$ cat src/rtl/mod_updown_counter_pkg.sv
// Shared types and step arithmetic for the up/down counter.
package counter_pkg;

  // Counting mode; the reserved encoding behaves as WRAP.
  typedef enum logic [1:0] {
    CNT_WRAP    = 2'b00,
    CNT_SAT     = 2'b01,
    CNT_ONESHOT = 2'b10,
    CNT_RSVD    = 2'b11
  } cnt_mode_e;

  // ONESHOT timer state.
  typedef enum logic {
    ST_IDLE = 1'b0,
    ST_RUN  = 1'b1
  } state_e;

  // Widest counter the helpers support.
  localparam int unsigned CNT_MAX_W = 32;

  // Terminal test: >= when counting up so a lowered max never traps the count.
  function automatic logic at_terminal(input logic [CNT_MAX_W-1:0] cnt,
                                       input logic [CNT_MAX_W-1:0] max,
                                       input logic                 up);
    logic term;
    if (up) begin
      term = (cnt >= max);
    end else begin
      term = (cnt == 32'd0);
    end
    return term;
  endfunction

  // One enabled step. Values stay inside 0..max(max, cnt), so 32-bit
  // arithmetic never wraps and truncation to WIDTH is exact.
  function automatic logic [CNT_MAX_W-1:0] next_count(input logic [CNT_MAX_W-1:0] cnt,
                                                      input logic [CNT_MAX_W-1:0] max,
                                                      input logic                 up,
                                                      input cnt_mode_e            mode);
    logic [CNT_MAX_W-1:0] res;
    logic                 term;
    term = at_terminal(cnt, max, up);
    res  = cnt;
    case (mode)
      CNT_SAT, CNT_ONESHOT: begin
        if (term) begin
          res = cnt;
        end else begin
          res = up ? (cnt + 32'd1) : (cnt - 32'd1);
        end
      end
      default: begin
        if (term) begin
          res = up ? 32'd0 : max;
        end else begin
          res = up ? (cnt + 32'd1) : (cnt - 32'd1);
        end
      end
    endcase
    return res;
  endfunction

endpackage

$ cat src/rtl/mod_updown_counter.sv
// Up/down counter with runtime modulus, load, and WRAP / SAT / ONESHOT modes.
module mod_updown_counter
  import counter_pkg::*;
#(
  parameter int unsigned WIDTH = 8
) (
  input  logic             clk,
  input  logic             rst,
  input  logic             clr,
  input  logic             en,
  input  logic             up_not_down,
  input  logic [1:0]       mode,
  input  logic             load,
  input  logic             start,
  input  logic [WIDTH-1:0] load_val,
  input  logic [WIDTH-1:0] max_val,
  output logic [WIDTH-1:0] cnt_o,
  output logic             rc,
  output logic             busy,
  output logic             done
);

  logic [WIDTH-1:0] cnt_q, cnt_d;
  state_e           state_q, state_d;
  logic             busy_q, busy_d;
  logic             done_q, done_d;
  cnt_mode_e        mode_s;
  logic             term_s;
  logic [WIDTH-1:0] step_s;

  // Next-state decode in priority order clr > abort > load/start > en; rc is combinational.
  always_comb begin
    mode_s  = cnt_mode_e'(mode);
    term_s  = at_terminal(32'(cnt_q), 32'(max_val), up_not_down);
    step_s  = WIDTH'(next_count(32'(cnt_q), 32'(max_val), up_not_down, mode_s));
    rc      = en & term_s;
    cnt_d   = cnt_q;
    state_d = state_q;
    done_d  = 1'b0;
    if (clr) begin
      cnt_d   = {WIDTH{1'b0}};
      state_d = ST_IDLE;
    end else if ((state_q == ST_RUN) && (mode_s != CNT_ONESHOT)) begin
      // Leaving ONESHOT mid-run aborts silently; the count holds.
      state_d = ST_IDLE;
    end else if (mode_s == CNT_ONESHOT) begin
      case (state_q)
        ST_IDLE: begin
          if (start) begin
            cnt_d   = load_val;
            state_d = ST_RUN;
          end else if (load) begin
            cnt_d = load_val;
          end else begin
            cnt_d = cnt_q;
          end
        end
        ST_RUN: begin
          if (en && term_s) begin
            state_d = ST_IDLE;
            done_d  = 1'b1;
          end else if (en) begin
            cnt_d = step_s;
          end else begin
            cnt_d = cnt_q;
          end
        end
        default: begin
          state_d = ST_IDLE;
        end
      endcase
    end else begin
      if (load) begin
        cnt_d = load_val;
      end else if (en) begin
        cnt_d = step_s;
      end else begin
        cnt_d = cnt_q;
      end
    end
    busy_d = (state_d == ST_RUN);
  end

  // State register with synchronous reset.
  always_ff @(posedge clk) begin
    if (rst) begin
      cnt_q   <= {WIDTH{1'b0}};
      state_q <= ST_IDLE;
      busy_q  <= 1'b0;
      done_q  <= 1'b0;
    end else begin
      cnt_q   <= cnt_d;
      state_q <= state_d;
      busy_q  <= busy_d;
      done_q  <= done_d;
    end
  end

  assign cnt_o = cnt_q;
  assign busy  = busy_q;
  assign done  = done_q;

endmodule

$ cat config.mk
export PLATFORM = sky130hd
export DESIGN_NAME = mod_updown_counter
export DESIGN_NICKNAME = d
export VERILOG_FILES = /design/src/rtl/mod_updown_counter_pkg.sv /design/src/rtl/mod_updown_counter.sv
export SDC_FILE = /design/constraint.sdc
export NUM_CORES = 1
export LEC_CHECK = 0
export ABC_AREA = 0
export BUFFER_PORTS_ARGS = -buffer_cell sky130_fd_sc_hd__buf_2
export CORE_MARGIN = 2
export CORE_UTILIZATION = 55
export DETAILED_ROUTE_END_ITERATION = 6
export PLACE_DENSITY = 0.84
export RECOVER_POWER = 25
export SLEW_MARGIN = 20
export SYNTH_ARGS = -nofsm -noshare
export SYNTH_HDL_FRONTEND = slang
export SYNTH_SLANG_ARGS = --single-unit
$ cat constraint.sdc
create_clock -name clk -period 6.5 [get_ports clk]
set_clock_uncertainty 0.05 [all_clocks]
set_input_delay 1.3 -clock clk [delete_from_list [all_inputs] [get_ports clk]]
set_output_delay 1.3 -clock clk [all_outputs]
set_load 0.1 [all_outputs]
==> metrics.md <==
| Metric | Value |
|---|---|
| Pin count of the biggest net entering global routing | 20 |
| FF/Latch Area | 200 um^2 |
| Synth warn | 0 |
| Die Ht | 55.0 um |
| Row count | 18 |
| HP Class | reg2reg |
| FF-to-FF setup slack | 3460 ps |
| Most common cell on crit path | buf_2 |
| Critical path's slowest cell | a311oi_2 |
| Top cells by area, synth | dfxtp_1, ha_1, a21oi_1, a31oi_1, o21ai_0 |
| Global placer's final weighted congestion | 0.937 |
| DRT iter0 DRCs | 83 |
| Max cap viols | 0 |
| Leakage | 0.693 nW |
| Antenna violations before repair | 0 |
| Top-area cell type share of the netlist area | 14.0% |
| Outcome | finished, final reports clean |
| DRC viols | 0 |
| CP Class | in2out |
| IO Port Bufs | 35 |
| Fin nets | 255 |
| Cell taking the most area after synthesis | dfxtp_1 |
| Hold Path Origin | busy |
| Reg2reg end | cnt_o[5] |
| Ys flop type | dfxtp_1 |
| I/O pins | 36 |
| Clock transition at path regs | 60 ps |
| # setup viols final | 0 |
| Post-cts sizing count | 0 |
| DP Worst Slack | 1910 ps |
| CP top delay family | compound AO/OA/AOI/OAI gates |
| Vias per cell | 6.66 |
| Post-synthesis cell area | 0.00143 mm^2 |
| Overall power | 0.267 mW |
| Slew @ Worst Pin | 1170 ps |
| Hold_buf cts | 0 |
| Unrepaired setup endpoints after global routing | false |
| Final worst slack | 1880 ps |
| # fillers | 229 |
| Crit path buffers/inverters | 2 |
| Worst-Skew Late Latency | 270 ps |
| Post-CTS Setup Bufs | 0 |
| FF-to-FF Start | cnt_o[0] |
| Post-layout min period | 4620 ps |
| Total Routed Length | 4020 um |
| CP max FO | 7 |
| Fmax | 216 MHz |
| CP required | 5150 ps |
| Share of cells above drive strength 1 | 20.8% |
| Die area | 0.00302 mm^2 |
| Met3 GRT Util | 6.45% |
| Hold Violations, Final | 0 |
| H-tree level count | 1 |
| HPWL after detailed placement | 3110 um |
| Core area | 0.00248 mm^2 |
| Total Routing Usage GR | 28.6% |
| Critical Path AT | 3270 ps |
| Starting Density | 57.7% |
| Met1 Resource Use GR | 37.5% |
| CTS Sinks | 10 |
| Root buffer cell | clkbuf_4 |
| VDD IR-drop max | 0.139 mV |
| Area of the multi-input gates | 0.00112 mm^2 |
| Post-synth cell types | 55 |
| GR Util met2 | 47.6% |
| CTS Buffer Depth | 2 |
| Vias in the first global route | 1442 |
| Hold Path Sink | busy |
| CTS tree | done |
| Post-synth net total | 224 |
| Relative slew slack | 22.6% |
| First-pass DRT Iterations | 5 |
| EDFF count, synth | 0 |
| Tcrit/Tclk final | 71.1% |
| Critical Path Sink Type | primary output |
| Most Crowded Layer GR | met2 |
| Total CTS buffers | 3 |
| Synth Register Bits | 10 |
| Routed WL per cell | 16.6 um |
| Worst Hold Depth | 1 |
| DIE WIDTH | 55.0 um |
| Number of diodes | 0 |
| Setup TNS | 0 ps |
| First-pass GRT wire length | 6380 um |
| Worst path depth | 7 |
| Async SR Flop Fraction | 0% |
| Cells on worst reg2reg path | 8 |
| Critical path, cell by cell | buf_2, ha_1, nand2b_1, a2111o_1, a311oi_2, nor3_1, buf_2 |
| Power Dens Cells | 168 mW/mm^2 |
| Pins Over Slew Limit | 0 |
| Critical Path Source Type | input pin |
| Max stage delay on crit path | 530 ps |
| Vias | 1611 |
| Synth Instances | 183 |
| Syn Area/Cell | 7.81 um^2 |
| Gr ovfl total | 0 |
| Synth-to-Final Area Change | 11.0% |
| Antenna viol nets, final | 0 |
| Sequential area share after synthesis | 14.0% |
==> registers in the layout (all words and copies together) (netlist names) <==
signal	count
busy	1
cnt_o	8
done	1
==> metal layers <==
layer | part of all wire [%] | up-vias
li1 | - | 777
met1 | 42 | 740
met2 | 48 | 84
met3 | 7.9 | 10
met4 | 2.2 | 0
met5 | 0 | -
==> cells by family (layout without fill, tap and decap cells) <==
| family | Yosys count | in the layout | synth area share, % |
|---|---|---|---|
| AOI/OAI and AO/OA | 77 | 77 | 39.3 |
| xor gates and xnor gates | 5 | 5 | 3.06 |
| adders and majority gates | 16 | 16 | 14.5 |
| buffers and inverters | 20 | 49 | 7.87 |
| DFF | 10 | 10 | 14.0 |
| and+or+nand+nor | 55 | 55 | 21.3 |
==> per-stage QoR <==
stage               util [%]  instance area, um^2  instances  hold slack (ps)
detailed placement      63.4                 1570        239              496
global route            64.1                 1590        242              551
global placement        63.4                 1570        239              476
finish                  64.1                 1590        242              513
floorplan                  -                 1430        183              914
CTS                     64.3                 1590        242              509
==> cells in the mapped netlist (2+ instances only) <==
cell type	n
o221ai_1	3
clkbuf_1	3
nand2_1	8
nor2_1	9
nand3_1	7
a21o_1	3
a211oi_1	3
nand2b_1	4
dfxtp_1	10
a21oi_1	16
nand4_1	2
nor4_1	3
o21ai_0	13
and3_1	2
a211o_1	2
xnor2_1	3
xor2_1	2
nor2b_1	6
o31ai_1	6
a31oi_1	11
o211ai_1	3
ha_1	15
inv_1	11
nor3_1	4
buf_6	4
==> layout make-up <==
class,instances,share of cell area (%)
Multi-Input combinational cell,153,70.4
Timing Repair Buffer,35,10.6
Sequential cell,10,12.6
Inverter,11,2.60
Tap cell,30,2.36
Clock buffer,3,1.42
==> worst max path at each step <==
stage	startpoint	endpoint	slack, ps
2_1_floorplan	max_val[7]	rc	840
3_3_place_gp	max_val[0]	rc	1950
3_5_place_dp	max_val[0]	rc	1910
4_1_cts	max_val[0]	rc	1900
5_1_grt	max_val[0]	rc	1780
6_report	max_val[0]	rc	1880
==> layout by cell type (no fill, tap or decap), types with 5 or more instances in the layout <==
| cell type | Yosys | final |
|---|---|---|
| buf_2 | 0 | 30 |
| a21oi_1 | 16 | 16 |
| ha_1 | 15 | 15 |
| o21ai_0 | 13 | 13 |
| inv_1 | 11 | 11 |
| a31oi_1 | 11 | 11 |
| dfxtp_1 | 10 | 10 |
| nor2_1 | 9 | 9 |
| nand2_1 | 8 | 8 |
| nand3_1 | 7 | 7 |
| nor2b_1 | 6 | 6 |
| o31ai_1 | 6 | 6 |
| clkbuf_1 | 3 | 5 |
==> power breakdown <==
part	internal, mW	leakage [nW]	switching (mW)
registers	0.0651	0.0818	0.00857
clock network	0.0214	0.0138	0.0218
logic	0.0493	0.597	0.101
total	0.136	0.693	0.131
(Power assumes the default switching activity.)
